$ cat config.mk
export PLATFORM = sky130hd
export DESIGN_NAME = cmvn_frame_ctrl
export DESIGN_NICKNAME = d
export VERILOG_FILES = /design/src/rtl/cmvn_frame_ctrl.sv
export SDC_FILE = /design/constraint.sdc
export NUM_CORES = 2
export LEC_CHECK = 0
export BUFFER_PORTS_ARGS = -buffer_cell sky130_fd_sc_hd__buf_2
export CAP_MARGIN = 5
export CORE_MARGIN = 3
export CORE_UTILIZATION = 62
export CTS_BUF_LIST = sky130_fd_sc_hd__clkbuf_4
export DETAILED_ROUTE_END_ITERATION = 12
export HOLD_SLACK_MARGIN = 0.02
export MAX_ROUTING_LAYER = met4
export PLACE_DENSITY = 0.79
export SLEW_MARGIN = 20
export SYNTH_ARGS = -nofsm -noshare
export SYNTH_HDL_FRONTEND = slang
export SYNTH_SLANG_ARGS = --single-unit
$ cat constraint.sdc
create_clock -name clk -period 7.1 [get_ports clk]
set_input_delay 1.065 -clock clk [delete_from_list [all_inputs] [get_ports clk]]
set_output_delay 1.065 -clock clk [all_outputs]
set_load 0.005 [all_outputs]
$ cat src/rtl/cmvn_frame_ctrl.sv
// Frame controller for the cmvn engine. It buffers one fbank frame, issues the features
// to the engine, collects the normalised results in arrival order and streams them out.
module cmvn_frame_ctrl #(
  parameter int NUM_FEAT = 20,
  parameter int DW       = 32,
  parameter int TIMEOUT  = 16
) (
  input  logic          clk,
  input  logic          rst,
  input  logic          in_valid,
  input  logic [DW-1:0] in_data,
  output logic          in_ready,
  output logic          cmvn_en,
  output logic [DW-1:0] cmvn_data,
  output logic [4:0]    cmvn_idx,
  input  logic [DW-1:0] cmvn_result,
  input  logic          cmvn_done,
  output logic          out_valid,
  output logic [DW-1:0] out_data,
  output logic [4:0]    out_idx,
  output logic          out_last,
  input  logic          out_ready,
  output logic [15:0]   frame_cnt,
  output logic          timeout_err
);

  localparam int             WDW        = $clog2(TIMEOUT + 1);
  localparam logic [4:0]     LAST_IDX   = 5'(NUM_FEAT - 1);
  localparam logic [4:0]     FULL_CNT   = 5'(NUM_FEAT);
  localparam logic [WDW-1:0] WDOG_LIMIT = WDW'(TIMEOUT - 1);

  typedef enum logic [1:0] {
    S_LOAD  = 2'd0,
    S_ISSUE = 2'd1,
    S_DRAIN = 2'd2,
    S_SEND  = 2'd3
  } state_t;

  state_t         state_reg, state_next;
  logic [DW-1:0]  ibuf_reg [NUM_FEAT];
  logic [DW-1:0]  rbuf_reg [NUM_FEAT];
  logic [4:0]     wp_reg, ip_reg, cap_reg, rp_reg;
  logic [WDW-1:0] wdog_reg;
  logic [15:0]    frame_cnt_reg;
  logic           timeout_err_reg;

  logic load_beat, cap_we, cap_full, send_beat, wdog_expire;

  always_comb begin
    state_next  = state_reg;
    load_beat   = (state_reg == S_LOAD) && in_valid;
    cap_we      = ((state_reg == S_ISSUE) || (state_reg == S_DRAIN)) && cmvn_done
                  && (cap_reg != FULL_CNT);
    cap_full    = cap_we && (cap_reg == LAST_IDX);
    send_beat   = (state_reg == S_SEND) && out_ready;
    wdog_expire = (state_reg == S_DRAIN) && !cmvn_done && (wdog_reg == WDOG_LIMIT);

    in_ready  = (state_reg == S_LOAD);
    cmvn_en   = (state_reg == S_ISSUE);
    cmvn_idx  = cmvn_en ? ip_reg : 5'd0;
    cmvn_data = cmvn_en ? ibuf_reg[ip_reg] : '0;
    out_valid = (state_reg == S_SEND);
    out_idx   = out_valid ? rp_reg : 5'd0;
    out_data  = out_valid ? rbuf_reg[rp_reg] : '0;
    out_last  = out_valid && (rp_reg == LAST_IDX);

    case (state_reg)
      S_LOAD:  if (load_beat && (wp_reg == LAST_IDX)) state_next = S_ISSUE;
      // A zero-latency engine can complete the frame while still issuing.
      S_ISSUE: begin
        if (cap_full)                    state_next = S_SEND;
        else if (ip_reg == LAST_IDX)     state_next = S_DRAIN;
      end
      S_DRAIN: if (cap_full || wdog_expire) state_next = S_SEND;
      S_SEND:  if (send_beat && (rp_reg == LAST_IDX)) state_next = S_LOAD;
      default: state_next = S_LOAD;
    endcase
  end

  always_ff @(posedge clk) begin
    if (rst) begin
      state_reg       <= S_LOAD;
      wp_reg          <= '0;
      ip_reg          <= '0;
      cap_reg         <= '0;
      rp_reg          <= '0;
      wdog_reg        <= '0;
      frame_cnt_reg   <= '0;
      timeout_err_reg <= 1'b0;
      for (int i = 0; i < NUM_FEAT; i++) begin
        ibuf_reg[i] <= '0;
        rbuf_reg[i] <= '0;
      end
    end else begin
      state_reg <= state_next;

      if (load_beat) begin
        ibuf_reg[wp_reg] <= in_data;
        wp_reg           <= (wp_reg == LAST_IDX) ? 5'd0 : wp_reg + 5'd1;
      end

      if ((state_reg == S_LOAD) && (state_next == S_ISSUE)) begin
        cap_reg <= '0;
        ip_reg  <= '0;
        for (int i = 0; i < NUM_FEAT; i++) rbuf_reg[i] <= '0;
      end

      if (state_reg == S_ISSUE) ip_reg <= (ip_reg == LAST_IDX) ? 5'd0 : ip_reg + 5'd1;

      if (cap_we) begin
        rbuf_reg[cap_reg] <= cmvn_result;
        cap_reg           <= cap_reg + 5'd1;
      end

      // Watchdog measures idle cycles only while draining; any other state holds it at zero.
      if ((state_reg == S_DRAIN) && !cmvn_done) wdog_reg <= wdog_reg + 1'b1;
      else                                      wdog_reg <= '0;

      if (wdog_expire) timeout_err_reg <= 1'b1;

      if (send_beat) begin
        rp_reg <= (rp_reg == LAST_IDX) ? 5'd0 : rp_reg + 5'd1;
        if (rp_reg == LAST_IDX) frame_cnt_reg <= frame_cnt_reg + 16'd1;
      end
    end
  end

  assign frame_cnt   = frame_cnt_reg;
  assign timeout_err = timeout_err_reg;

endmodule

# Yosys cells after proc, flatten, opt, wreduce, memory -nomap -nowiden

Memory sizes are Yosys's and may differ from the RTL's. A register that Yosys moved wholly into a read port is not among the register bits.
Cells that the tools add are included.

$add $sub $neg: 6
Equal/unequal tests: 10
Multiplexer cells: 57
Bitwise gates (word level): 21
Reduce and logical (&&, ||, !) cells: 21

Operator list:

| cell                                                | number |
|---|---|
| 2-to-1 mux 32 bit                                   | 24 |
| 2-to-1 mux 5 bit                                    | 14 |
| OR reduction 32 bit                                 | 2 |
| adder 5 x 1 -> 5 bit, second input constant         | 5 |
| equality test 5 bit, second input constant          | 4 |
| OR 1 bit                                            | 20 |
| adder 16 x 1 -> 16 bit, second input constant       | 1 |
| 2-to-1 mux 1 bit                                    | 13 |
| logical AND 1 bit                                   | 11 |
| 2-to-1 mux 2 bit                                    | 5 |
| case mux 2 bit (4 select lines)                     | 1 |
| equality test 5 x 4 -> 1 bit, second input constant | 1 |
| inequality test 5 bit, second input constant        | 1 |
| equality test 2 x 1 -> 1 bit, second input constant | 2 |
| equality test 2 bit, second input constant          | 2 |
| nonzero test 2 bit                                  | 2 |
| zero test 2 bit                                     | 1 |
| logical OR 1 bit                                    | 2 |
| AND reduction 2 bit                                 | 1 |
| OR reduction 2 bit                                  | 1 |
| zero test 1 bit                                     | 1 |
| NOT 1 bit                                           | 1 |

Bits in registers: 44
Memory bits (writable): 1280
Input bits: 69
Output and inout bits: 95
Word-level logic and storage cells: 125
Memories kept: 2

Memories:

| name     | depth | width | read ports | clocked after memory_dff | write ports | RTL line | text |
|---|---|---|---|---|---|---|---|
| ibuf_reg | 20    | 32    | 1          | 1                        | 20          | 40       | `logic [DW-1:0] ibuf_reg [NUM_FEAT];` |
| rbuf_reg | 20    | 32    | 1          | 1                        | 20          | 41       | `logic [DW-1:0] rbuf_reg [NUM_FEAT];` |

# Depth between registers and ports, before layout

Word-level depth: 15
Depth in mapped cells: 10
Depth with buffers taken out: 7

# Worst setup path after synthesis

No wires, ideal clock.

Path type: input-to-reg
Start: input cmvn_done
End: memory rbuf_reg[13][0] (enable)
Setup time: 0.466 ns
Arrival: 3.945 ns
Data required time: 6.634 ns
Setup slack: 2.689 ns
Stages on the path: 5
Path buffers: 2
Path through: and3_1 > buf_2 > nand3b_1 > buf_2 > o21ai_0

RTL lines:

| item        | RTL line | text |
|---|---|---|
| from (decl) | 17       | `input logic cmvn_done,` |
| to (decl)   | 41       |  |

==> out/metrics.yaml <==
yosys:
  synthArstFlopShare: 0
  yosys-top-cells-area: "edfxtp_1 68%, mux4_2 14%, and2_1 9.0%, clkbuf_1 1.4%, dfxtp_1 1.2%"
  synth_area_mm2: 0.0902
  synth-edff-count: 2048
  yosysSeqAreaShare: 0.694
  ys_top_cells_by_count: "2,048 x edfxtp_1, 1,297 x and2_1, 576 x mux4_2, 329 x clkbuf_1, 93 x nor2_1"
  synth_seq_cells: 2102
  yosysMostFrequentCell: "edfxtp_1"
  syn-instance-count: 5029
  ys_types: 53
  synthFlopType: "edfxtp_1"
  syn_avg_cell_area_um2: 17.9
  synth_top_area_share: 0.682
  synth_area_leader_cell: "edfxtp_1"
  yosysWarningCount: 0
die:
  initial_core_util: 0.626
  pin_count: 164
  num_rows: 139
  die_area_mm2: 0.150
  die_x_um: 387
  die_y_um: 387
  design.core.area_mm2: 0.144
pwr:
  clockPowerShare: 0.407
  power_frac_comb: 0.031
  p_switching_mw: 5.38
  finalPower_mw: 24.8
  ir_drop_mv: 0.162
  seqPwrFrac: 0.562
  intPower_mw: 19.5
  p_sw_frac: 0.216
  power_density_mw_per_mm2: 249
  p_leak_nw: 34.0
timing:
  drv_slew: 0
  relSlewSlack: 0.241
  rsz0062_at_grt: "no"
  fin_skew_ns: 0.0641
  min_period_over_period: 0.800
  worst_pin_slew_ns: 1.14
  min_period_ns: 5.68
  fmax_ghz: 0.176
  fin_setup_tns_ns: 0
  hold_violations: 0
  finalSetupViolCount: 0
routing:
  wirelength_um: 230000
  wl_per_cell_um: 29.8
  vias_per_cell: 6.42
  num_vias: 49700
  drc: 0
  antenna_left: 0
  drt_iter0_drc: 6890
  drtPass1Iterations: 5
worst_setup_path:
  slowest_stage: "dfxtp_4"
  required_ns: 6.03
  crit_buf_inv: 3
  path_delay_family: "buffers and inverters"
  startpoint_type: "register"
  endpoint_kind: "primary output"
  cp.depth: 6
  cp_max_fo: 36
  crit_top_cell: "mux4_2"
  reg2reg_slack_ns: 3.31
  cpPeakStageDelay_ns: 0.85
  worstSetupPathType: "register to primary output"
  ff2ff_path_depth: 8
  critical_path_arrival_ns: 4.61
  crit_chain: "buf_4 > mux4_2 > mux4_2 > clkinv_1 > a221oi_1 > buf_2"
cts:
  cts_tree: "yes"
  cts_root_buf: "clkbuf_4"
  htree_num_levels: 6
  postCtsSetupBuffers: 0
  numCtsBuffers: 549
  post_cts_resized: 0
  cts_hold_buf: 0
  clock_path_buffers: 4
  clkSinkCount: 2102
  path_clk_slew_ns: 0.07
  clk_latency_ns: 1.30
grt:
  busiest_layer: "met2"
  antenna_found_initial: 32
  grt_pass1_vias: 51400
  met2_usage: 0.461
  use_met1: 0.444
  grt_pass1_wl_um: 339000
  grt_remaining_overflow: 0
  grt_start_max_net_pins: 135
  grt_use_met3: 0.111
  track_usage: 0.323
flow_run:
  drv_cap: 0
finish:
  drive_gt1_frac: 0.319
  multi_input_area_mm2: 0.0258
  fin_nets: 5543
  syn2layout_area_growth_pct: 10.5
  stdcell_area_mm2: 0.0997
  regArea_mm2: 0.0626
  fin_cells: 7735
  nFillCells: 8963
min_path:
  hold_class: "input port to register"
  whs_path_depth: 4
placed_design:
  dp_hpwl_um: 126000
  placed_cells: 6807
  port_buffers: 163
  gp_congestion: 0.839
  post_dp_cell_area_mm2: 0.0930
run_status:
  run_status: "finished, final reports clean"
worst register-to-register path, cell delays in order, from the launching register on:
cell and delay [ns]:
dfxtp_1 0.37, inv_1 0.16, ha_1 0.45, and3b_1 0.29
nand2_1 0.40, nor2_2 0.22, buf_4 0.45, or2_2 0.64
buf_4 0.44
per-stage QoR:
step / setup WS (ns) / hold slack (ns) / util
final: 1.42 / 0.276 / 0.692
after global routing: 1.14 / 0.208 / 0.692
after CTS: 1.23 / 0.113 / 0.691
after detailed placement: 2.62 / 0.444 / 0.646
after global placement: 2.68 / 0.430 / 0.645
after floorplan: 2.69 / 0.418 / -
placed cells by master (no fill, tap or decap), drive strengths merged, types with 4 or more instances in the layout:
cell type,instances
a21oi,13
a221oi,64
and2,1297
buf,291
bufinv,11
clkbuf,773
clkinv,164
conb,32
dfxtp,54
diode,29
edfxtp,2048
ha,18
inv,25
mux2i,65
mux4,576
nand2,26
nand2b,6
nand3,14
nand3b,11
nand4,8
nor2,94
nor2b,11
nor3,9
o21ai,38
o221ai,64
o31ai,4
or2,20
or3,9
or3b,4
xnor2,11
xor2,9
worst paths after layout:
kind	start	endpoint
setup reg to reg	state_reg[0]	ibuf_reg[5][22]
setup / recovery	register	cmvn_data[6]
hold / removal	cmvn_done	timeout_err
hold reg to reg	wdog_reg[0]	wdog_reg[0]
area by class of cell:
class	count	share of cell area
multi-input combinational	2434	0.259
clock inverter	125	0.00790
antenna	29	0.000728
inverter	78	0.00294
timing repair buffer	291	0.0192
tap	1903	0.0239
clock buffer	773	0.0582
sequential	2102	0.628
routing by layer:
metal	routed length, µm	share of wire	vias to the layer above
met2	106000	0.46	3426
met1	84000	0.36	25400
li1	-	-	20500
met3	34700	0.15	453
met5	0	0	-
met4	5980	0.026	0
logic make-up after synthesis:
group,Yosys count,share of synthesized area
flip-flops,2102,0.694
AND/OR/NAND/NOR,1523,0.103
multiplexers,642,0.151
buffers and inverters,524,0.0273
AO/OA/AOI/OAI,199,0.0204
XOR/XNOR,20,0.00194
adder cells (fa/ha/maj),18,0.00250
other,1,0.0000416
power by group through the flow:
stage | clock [mW] | sequential (mW) | combinational, mW
floorplan | 0 | 14.2 | 0.384
global placement | 0 | 14.2 | 0.739
detailed placement | 0 | 14.2 | 0.755
CTS | 10.2 | 14.0 | 0.757
global route | 10.9 | 14.0 | 0.809
finish | 10.1 | 14.0 | 0.776
(Power assumes the default switching activity.)
